### src/rtl/dca_lsu_write_aligner_pkg.sv
// Shared LSU definitions: write-aligner FSM states and width helpers, also used by the read-side LSU.
package dca_lsu_write_aligner_pkg;

    typedef enum logic [0:0] {
        ST_IDLE = 1'b0,
        ST_SEND = 1'b1
    } state_e;

    function automatic int calc_bw_offset(input int bw_row_buffer);
        return $clog2(bw_row_buffer);
    endfunction

    function automatic int calc_num_beat(input int bw_row_buffer, input int bw_axi_data);
        return bw_row_buffer / bw_axi_data;
    endfunction

    function automatic int calc_bw_strb(input int bw_data);
        return bw_data / 8;
    endfunction

endpackage

### src/rtl/dca_lsu_write_aligner_if.sv
// Store-request and AXI W channel bundle between the LSU front end and the write aligner.
interface dca_lsu_write_aligner_if
    import dca_lsu_write_aligner_pkg::*;
#(
    parameter int BW_AXI_DATA   = 32,
    parameter int BW_ROW_BUFFER = 128,
    parameter int BW_NUM_BYTE   = 5
);
    localparam int BW_OFFSET = calc_bw_offset(BW_ROW_BUFFER);
    localparam int BW_STRB   = calc_bw_strb(BW_AXI_DATA);

    logic                     req_valid;
    logic                     req_ready;
    logic [BW_ROW_BUFFER-1:0] req_data;
    logic [BW_OFFSET-1:0]     req_offset;
    logic [BW_NUM_BYTE-1:0]   req_num_byte;
    logic [7:0]               req_alen;
    logic                     wvalid;
    logic                     wready;
    logic [BW_AXI_DATA-1:0]   wdata;
    logic [BW_STRB-1:0]       wstrb;
    logic                     wlast;

    modport master (
        output req_valid, req_data, req_offset, req_num_byte, req_alen, wready,
        input  req_ready, wvalid, wdata, wstrb, wlast
    );

    modport slave (
        input  req_valid, req_data, req_offset, req_num_byte, req_alen, wready,
        output req_ready, wvalid, wdata, wstrb, wlast
    );

endinterface

### src/rtl/ERVP_BARREL_SHIFTER.sv
// Generic combinational barrel shifter: left/right, logical/arithmetic/circular, optional signed amount.
module ERVP_BARREL_SHIFTER #(
    parameter int BW_DATA          = 32,
    parameter int BW_SHIFT_AMOUNT  = 5,
    parameter int SIGNED_AMOUNT    = 0,
    parameter int PLUS_TO_LEFT     = 1,
    parameter int ARITHMETIC_SHIFT = 0,
    parameter int CIRCULAR_SHIFT   = 0,
    parameter int MSB_FILL_VALUE   = 0
) (
    input  logic [BW_DATA-1:0]         data_input,
    input  logic [BW_SHIFT_AMOUNT-1:0] shift_amount,
    output logic [BW_DATA-1:0]         data_output
);
    logic                       neg_s;
    logic                       to_left_s;
    logic                       fill_s;
    logic [BW_SHIFT_AMOUNT-1:0] mag_s;
    logic [2*BW_DATA-1:0]       ext_s;

    // A negative signed amount flips the direction; shifting a double-width vector covers rotate and fill
    always_comb begin
        ext_s       = '0;
        data_output = '0;
        neg_s       = (SIGNED_AMOUNT != 0) && shift_amount[BW_SHIFT_AMOUNT-1];
        mag_s       = neg_s ? (~shift_amount + BW_SHIFT_AMOUNT'(1)) : shift_amount;
        to_left_s   = (PLUS_TO_LEFT != 0) ^ neg_s;
        fill_s      = (ARITHMETIC_SHIFT != 0) ? data_input[BW_DATA-1] : (MSB_FILL_VALUE != 0);
        if (to_left_s) begin
            ext_s       = (CIRCULAR_SHIFT != 0) ? {data_input, data_input} : {data_input, {BW_DATA{1'b0}}};
            ext_s       = ext_s << mag_s;
            data_output = ext_s[2*BW_DATA-1:BW_DATA];
        end else begin
            ext_s       = (CIRCULAR_SHIFT != 0) ? {data_input, data_input} : {{BW_DATA{fill_s}}, data_input};
            ext_s       = ext_s >> mag_s;
            data_output = ext_s[BW_DATA-1:0];
        end
    end

endmodule

### src/rtl/dca_lsu_write_aligner.sv
// Aligns an LSB-aligned store row to its byte offset and streams it as an AXI W burst.
// Define DCA_LSU_WRITE_SUBBYTE_EN to honour sub-byte offsets (otherwise offsets round down to a byte).
module dca_lsu_write_aligner
    import dca_lsu_write_aligner_pkg::*;
#(
    parameter int BW_AXI_DATA   = 32,
    parameter int BW_ROW_BUFFER = 128,
    parameter int BW_NUM_BYTE   = 5
) (
    input  logic                      clk,
    input  logic                      rst,
    dca_lsu_write_aligner_if.slave    bus,
    output logic                      busy
);
    localparam int BW_OFFSET    = calc_bw_offset(BW_ROW_BUFFER);
    localparam int NUM_BEAT_MAX = calc_num_beat(BW_ROW_BUFFER, BW_AXI_DATA);
    localparam int BW_STRB      = calc_bw_strb(BW_AXI_DATA);
    localparam int NUM_BYTE_ROW = calc_bw_strb(BW_ROW_BUFFER);

    state_e                   state_q, state_d;
    logic [BW_ROW_BUFFER-1:0] shifted_q, shifted_d, shift_out_s;
    logic [NUM_BYTE_ROW-1:0]  mask_q, mask_d, mask_s;
    logic [7:0]               beat_q, beat_d;
    logic [7:0]               alen_q, alen_d;
    logic [BW_OFFSET-1:0]     eff_offset_s;
    logic [31:0]              first_s, end_s;
    logic                     hs_s, last_s, req_ready_s, accept_s;
    logic [BW_AXI_DATA-1:0]   wdata_s;
    logic [BW_STRB-1:0]       wstrb_s;

    assign first_s = 32'(eff_offset_s >> 3);

`ifdef DCA_LSU_WRITE_SUBBYTE_EN
    // A partial leading byte occupies one extra strobe lane
    assign eff_offset_s = bus.req_offset;
    assign end_s        = first_s + 32'(bus.req_num_byte)
                        + ((bus.req_offset[2:0] != 3'b000) ? 32'd1 : 32'd0);
`else
    assign eff_offset_s = {bus.req_offset[BW_OFFSET-1:3], 3'b000};
    assign end_s        = first_s + 32'(bus.req_num_byte);
`endif

    ERVP_BARREL_SHIFTER #(
        .BW_DATA          (BW_ROW_BUFFER),
        .BW_SHIFT_AMOUNT  (BW_OFFSET),
        .SIGNED_AMOUNT    (0),
        .PLUS_TO_LEFT     (1),
        .ARITHMETIC_SHIFT (0),
        .CIRCULAR_SHIFT   (0),
        .MSB_FILL_VALUE   (0)
    ) u_shifter (
        .data_input   (bus.req_data),
        .shift_amount (eff_offset_s),
        .data_output  (shift_out_s)
    );

    // Byte-strobe mask over the row; lanes past the row end simply never match
    always_comb begin
        mask_s = '0;
        for (int i = 0; i < NUM_BYTE_ROW; i++) begin
            mask_s[i] = (32'(i) >= first_s) && (32'(i) < end_s);
        end
    end

    // Beat slice selection; beats beyond the row carry no data and no strobes
    always_comb begin
        wdata_s = '0;
        wstrb_s = '0;
        if (state_q == ST_SEND) begin
            for (int i = 0; i < NUM_BEAT_MAX; i++) begin
                wdata_s = wdata_s | ((beat_q == 8'(i)) ? shifted_q[i*BW_AXI_DATA +: BW_AXI_DATA] : '0);
                wstrb_s = wstrb_s | ((beat_q == 8'(i)) ? mask_q[i*BW_STRB +: BW_STRB] : '0);
            end
        end else begin
            wdata_s = '0;
            wstrb_s = '0;
        end
    end

    assign hs_s        = (state_q == ST_SEND) && bus.wready;
    assign last_s      = (state_q == ST_SEND) && (beat_q == alen_q);
    assign req_ready_s = (state_q == ST_IDLE) || (hs_s && last_s);
    assign accept_s    = bus.req_valid && req_ready_s;

    // Next-state: accepting on the last handshake reloads without an idle bubble
    always_comb begin
        state_d   = state_q;
        shifted_d = shifted_q;
        mask_d    = mask_q;
        beat_d    = beat_q;
        alen_d    = alen_q;
        case (state_q)
            ST_IDLE: begin
                if (accept_s) begin
                    state_d   = ST_SEND;
                    shifted_d = shift_out_s;
                    mask_d    = mask_s;
                    beat_d    = 8'd0;
                    alen_d    = bus.req_alen;
                end else begin
                    state_d = ST_IDLE;
                end
            end
            ST_SEND: begin
                if (hs_s && last_s) begin
                    if (accept_s) begin
                        state_d   = ST_SEND;
                        shifted_d = shift_out_s;
                        mask_d    = mask_s;
                        beat_d    = 8'd0;
                        alen_d    = bus.req_alen;
                    end else begin
                        state_d = ST_IDLE;
                        beat_d  = 8'd0;
                    end
                end else if (hs_s) begin
                    beat_d = beat_q + 8'd1;
                end else begin
                    beat_d = beat_q;
                end
            end
            default: begin
                state_d = ST_IDLE;
                beat_d  = 8'd0;
            end
        endcase
    end

    // State and burst registers
    always_ff @(posedge clk) begin
        if (rst) begin
            state_q   <= ST_IDLE;
            shifted_q <= '0;
            mask_q    <= '0;
            beat_q    <= 8'd0;
            alen_q    <= 8'd0;
        end else begin
            state_q   <= state_d;
            shifted_q <= shifted_d;
            mask_q    <= mask_d;
            beat_q    <= beat_d;
            alen_q    <= alen_d;
        end
    end

    assign bus.req_ready = req_ready_s;
    assign bus.wvalid    = (state_q == ST_SEND);
    assign bus.wdata     = wdata_s;
    assign bus.wstrb     = wstrb_s;
    assign bus.wlast     = last_s;
    assign busy          = (state_q == ST_SEND);

endmodule

### src/flat_wrapper.sv
// flat-port wrapper written by rule: the top's interface ports become plain ports
module dca_lsu_write_aligner_flat import dca_lsu_write_aligner_pkg::*;
#(
    parameter int BW_AXI_DATA   = 32,
    parameter int BW_ROW_BUFFER = 128,
    parameter int BW_NUM_BYTE   = 5
)
  (clk, rst, busy, bus_req_valid, bus_req_data, bus_req_offset, bus_req_num_byte, bus_req_alen, bus_wready, bus_req_ready, bus_wvalid, bus_wdata, bus_wstrb, bus_wlast);
  dca_lsu_write_aligner_if #(.BW_AXI_DATA(BW_AXI_DATA), .BW_ROW_BUFFER(BW_ROW_BUFFER), .BW_NUM_BYTE(BW_NUM_BYTE)) bus_i ();
  input  logic clk;
  input  logic rst;
  output logic busy;
  input wire logic [$bits(bus_i.req_valid)-1:0] bus_req_valid;
  input wire logic [$bits(bus_i.req_data)-1:0] bus_req_data;
  input wire logic [$bits(bus_i.req_offset)-1:0] bus_req_offset;
  input wire logic [$bits(bus_i.req_num_byte)-1:0] bus_req_num_byte;
  input wire logic [$bits(bus_i.req_alen)-1:0] bus_req_alen;
  input wire logic [$bits(bus_i.wready)-1:0] bus_wready;
  output wire logic [$bits(bus_i.req_ready)-1:0] bus_req_ready;
  output wire logic [$bits(bus_i.wvalid)-1:0] bus_wvalid;
  output wire logic [$bits(bus_i.wdata)-1:0] bus_wdata;
  output wire logic [$bits(bus_i.wstrb)-1:0] bus_wstrb;
  output wire logic [$bits(bus_i.wlast)-1:0] bus_wlast;
  assign bus_i.req_valid = bus_req_valid;
  assign bus_i.req_data = bus_req_data;
  assign bus_i.req_offset = bus_req_offset;
  assign bus_i.req_num_byte = bus_req_num_byte;
  assign bus_i.req_alen = bus_req_alen;
  assign bus_i.wready = bus_wready;
  assign bus_req_ready = bus_i.req_ready;
  assign bus_wvalid = bus_i.wvalid;
  assign bus_wdata = bus_i.wdata;
  assign bus_wstrb = bus_i.wstrb;
  assign bus_wlast = bus_i.wlast;
  dca_lsu_write_aligner #(.BW_AXI_DATA(BW_AXI_DATA), .BW_ROW_BUFFER(BW_ROW_BUFFER), .BW_NUM_BYTE(BW_NUM_BYTE)) u_core (.clk(clk), .rst(rst), .bus(bus_i), .busy(busy));
endmodule
### config.mk
export PLATFORM = sky130hd
export DESIGN_NAME = dca_lsu_write_aligner_flat
export DESIGN_NICKNAME = d
export VERILOG_FILES = /design/src/rtl/dca_lsu_write_aligner_pkg.sv /design/src/rtl/dca_lsu_write_aligner_if.sv /design/src/rtl/ERVP_BARREL_SHIFTER.sv /design/src/rtl/dca_lsu_write_aligner.sv /design/src/flat_wrapper.sv
export SDC_FILE = /design/constraint.sdc
export NUM_CORES = 1
export LEC_CHECK = 0
export CAP_MARGIN = 20
export CORE_UTILIZATION = 35
export DETAILED_ROUTE_END_ITERATION = 16
export PLACE_DENSITY_LB_ADDON = 0.15
export SYNTH_ARGS = -nofsm -noshare
export SYNTH_HDL_FRONTEND = slang
export SYNTH_SLANG_ARGS = --single-unit
### constraint.sdc
create_clock -name clk -period 4.4 [get_ports clk]
set_input_delay 0.88 -clock clk [delete_from_list [all_inputs] [get_ports clk]]
set_output_delay 0.88 -clock clk [all_outputs]
set_load 0.005 [all_outputs]
==> qor.yml <==
cells_and_area:
  stdcell_count: 2024
  stdcell_area_sq_um: 15020
  final_core_util_pct: 43.48
  drive_above_1_share_pct: 14.60
  area_growth_pct: 22.54
  n_antenna_cell: 0
  fin_nets: 1717
worst_setup_path:
  critPathKind: "flop to primary output"
  path_max_fanout: 36
  crit_required_ps: 3520
  cp_data_arrival_time_ps: 3020
  cp-start-kind: "flop"
  r2r_cells: 6
  endpoint_kind: "primary output"
  r2r-end: "u_core.shifted_q[104]"
  r2r_start: "u_core.beat_q[2]"
  rrSetupSlack_ps: 1790
detailed_routing:
  routed-via-count: 12620
  antenna_left: 0
  drt_first_pass_iters: 5
  routed.top_layer: "met5"
  met2_length_mm: 22.45
  wirelength_mm: 50.25
  drt_iter0_markers: 1215
  wl_met3_mm: 3.660
  vias_per_cell: 6.236
  detail_route.wl_per_cell_um: 24.83
  post-route-drc-count: 0
  met1_length_mm: 22.81
clocking:
  clk_path_buf_depth: 2
  clock_latency_ps: 440
  cts.sinks: 161
  cts.hold.buffers_added: 0
  h-tree-depth: 4
  cts_resized: 0
  cts_tree: "done"
  clk_pin_slew_ps: 70
  cts_setup_buffers: 0
  cts_buffers: 17
  clockRootBuffer: "clkbuf_16"
pwr:
  power_density_nw_per_um2: 294.3
  intPower_mw: 2.928
  netSwitchingPower_mw: 1.494
  seqPwrFrac_pct: 36.6
  combPwrFrac_pct: 29.2
  vdd_drop_max_mv: 0.2812
  p_sw_share_pct: 33.79
  clkPwrFrac_pct: 34.2
  total_leakage_power_nw: 5.318
  power_mw: 4.421
yosys:
  yosysUniqueCellTypes: 62
  yosys_warnings: 0
  avgSynthCellArea_sq_um: 8.431
  synth_seq_area_share_pct: 26.29
  ys_ff_latch: 161
  async_flop_share_pct: 0
  synth_edf_count: 0
  yosys.area_share.simple_pct: 15.90
  synthAdderAreaFrac_pct: 1.062
  synth_xor_area_share_pct: 0.9289
  synthMuxAreaShare_pct: 23.50
  synthesis.nets: 1615
  syn_inst: 1454
  yosys_most_used_dff: "dfxtp_1"
  synth-compound-area-share_pct: 25.72
  synth_top_family_by_area: "compound AO/OA/AOI/OAI gates"
  syn_area_sq_um: 12260
sta:
  whs_ps: 450.3
  hold_violations: 0
  fin_skew_ps: 12.58
  setup_viol: 0
  rsz0062_at_grt: "no"
  layout_setup_ws_ps: 497.4
  drv_slew: 0
  worst_slew_pin_slew_ps: 904.2
  fin_crit_sh_pct: 88.69
  fin_setup_tns_ps: 0
  fin_crit_ps: 3903
  max_slew_margin_pct: 39.50
  fmax_mhz: 256.2
global_routing:
  grt_pass1_wl_mm: 76.18
  track_usage_pct: 27.93
  grt_overflow_total: 0
  grt_max_degree: 63
  antenna_found_initial: 2
  grt_pass1_vias: 12040
hold_path:
  timing.hold.worst.start: "u_core.mask_q[1]"
  min_path_type: "flop to flop"
  hold_depth: 2
  holdPathEnd: "u_core.mask_q[1]"
floorplanning:
  core-area_sq_um: 34540
  die_area_sq_um: 35780
  num_rows: 68
  die_y_um: 189.1
  die_w_um: 189.1
  start_util_pct: 35.49
  pin_count: 192
placed_design:
  dpl_worst_slack_ps: 914.8
  place_congestion: 0.8914
  placed_area_sq_um: 14440
  dp_hpwl_mm: 35.28
  dp_cells: 1992
  port_buffers: 188
flow_run:
  max_cap_violations: 0
status:
  outcome: "finished clean"
sequential cells by signal, summed over array words and instances, names as in the netlist:
| name | flops |
|---|---|
| u_core.alen_q | 8 |
| u_core.beat_q | 8 |
| u_core.bus.wvalid | 1 |
| u_core.mask_q | 16 |
| u_core.shifted_q | 128 |
cell type report:
class	count	area, sq um
clock buffer	19	452.9
clock inverter	13	127.6
fill	3501	19520
inverter	14	52.55
multi-input combinational	1123	8252
sequential	161	3223
tap	455	569.3
timing repair buffer	239	2344
Yosys cell counts, types with 7 or more instances:
library cell    n  area share [%]
nand2b_1        7            0.36
o2111ai_1       8            0.57
a22oi_1        94             5.8
o211ai_1       11            0.67
o221ai_1       12            0.86
nor2_1         76             2.3
buf_1          10            0.31
a221oi_1       19             1.4
nand2_1       196             6.0
and3_1         17            0.87
o221a_2         8            0.73
a211oi_1       22             1.3
mux4_2         60              11
o21ai_0        38             1.6
ha_1            8            0.82
buf_4          18             1.1
or3_1          18            0.92
inv_1          13            0.40
nor2b_1        10            0.51
a31o_2         10            0.71
a21oi_1       173             7.1
nand3_1        52             2.1
buf_2          46             1.9
dfxtp_1       161              26
a311oi_1       15             1.1
xor2_1         10            0.71
nor3_1         21            0.86
clkbuf_1       76             2.3
a22o_1         14             1.0
mux2_2         54             5.0
mux2i_1        92             7.5
critical path: stages, from the launching register on:
cell and delay [ps]:
dfxtp_1 530, inv_1 180, nor4_1 210, nand2_1 80, buf_4 320, a21oi_1 590
clkdlybuf4s50_1 630
worst max path at each step:
| stage | cells after the start | to | startpoint |
|---|---|---|---|
| 2_1_floorplan | 10 | u_core.mask_q[8] | bus_req_offset[4] |
| 4_1_cts | 6 | bus_wdata[25] | u_core.bus.wvalid |
| 6_report | 6 | bus_wdata[25] | u_core.bus.wvalid |
| 3_5_place_dp | 8 | u_core.mask_q[8] | bus_req_offset[3] |
| 3_3_place_gp | 8 | u_core.mask_q[10] | bus_req_offset[3] |
| 5_1_grt | 6 | bus_wdata[25] | u_core.bus.wvalid |
cell families after synthesis:
family          count (synthesis)
compound gates                468
xor+xnor                       13
fa+ha+maj                      10
buf+inv                       170
flops                         161
mux                           206
simple gates                  426
placed cells by master (no fill, tap or decap), drive strengths merged, types with 14 or more instances in the layout:
master,count
a221oi,19
and3,17
inv,18
a22o,14
nand3,52
mux2,54
dfxtp,161
a22oi,94
o21ai,38
a311oi,15
clkbuf,20
a211oi,22
nand2,196
mux4,60
nor3,21
a21oi,173
or3,18
buf,55
nor2,76
clkdlybuf4s50,183
mux2i,92
power by group through the flow:
stage | Clock (mW) | Combinational (mW) | Sequential [mW]
6_report | 1.51 | 1.29 | 1.62
2_1_floorplan | 0 | 0.808 | 1.63
4_1_cts | 1.53 | 1.27 | 1.62
5_1_grt | 1.59 | 1.38 | 1.63
3_5_place_dp | 0 | 1.27 | 1.65
3_3_place_gp | 0 | 1.26 | 1.65
per-layer routing:
metal / global-route usage (%) / up-vias
met3: 4.096 / 76
met5: 0 / -
met2: 42.87 / 613
li1: - / 5713
met4: 8.437 / 2
met1: 40.17 / 6218
No activity file was read; power rests on OpenSTA's default activity.
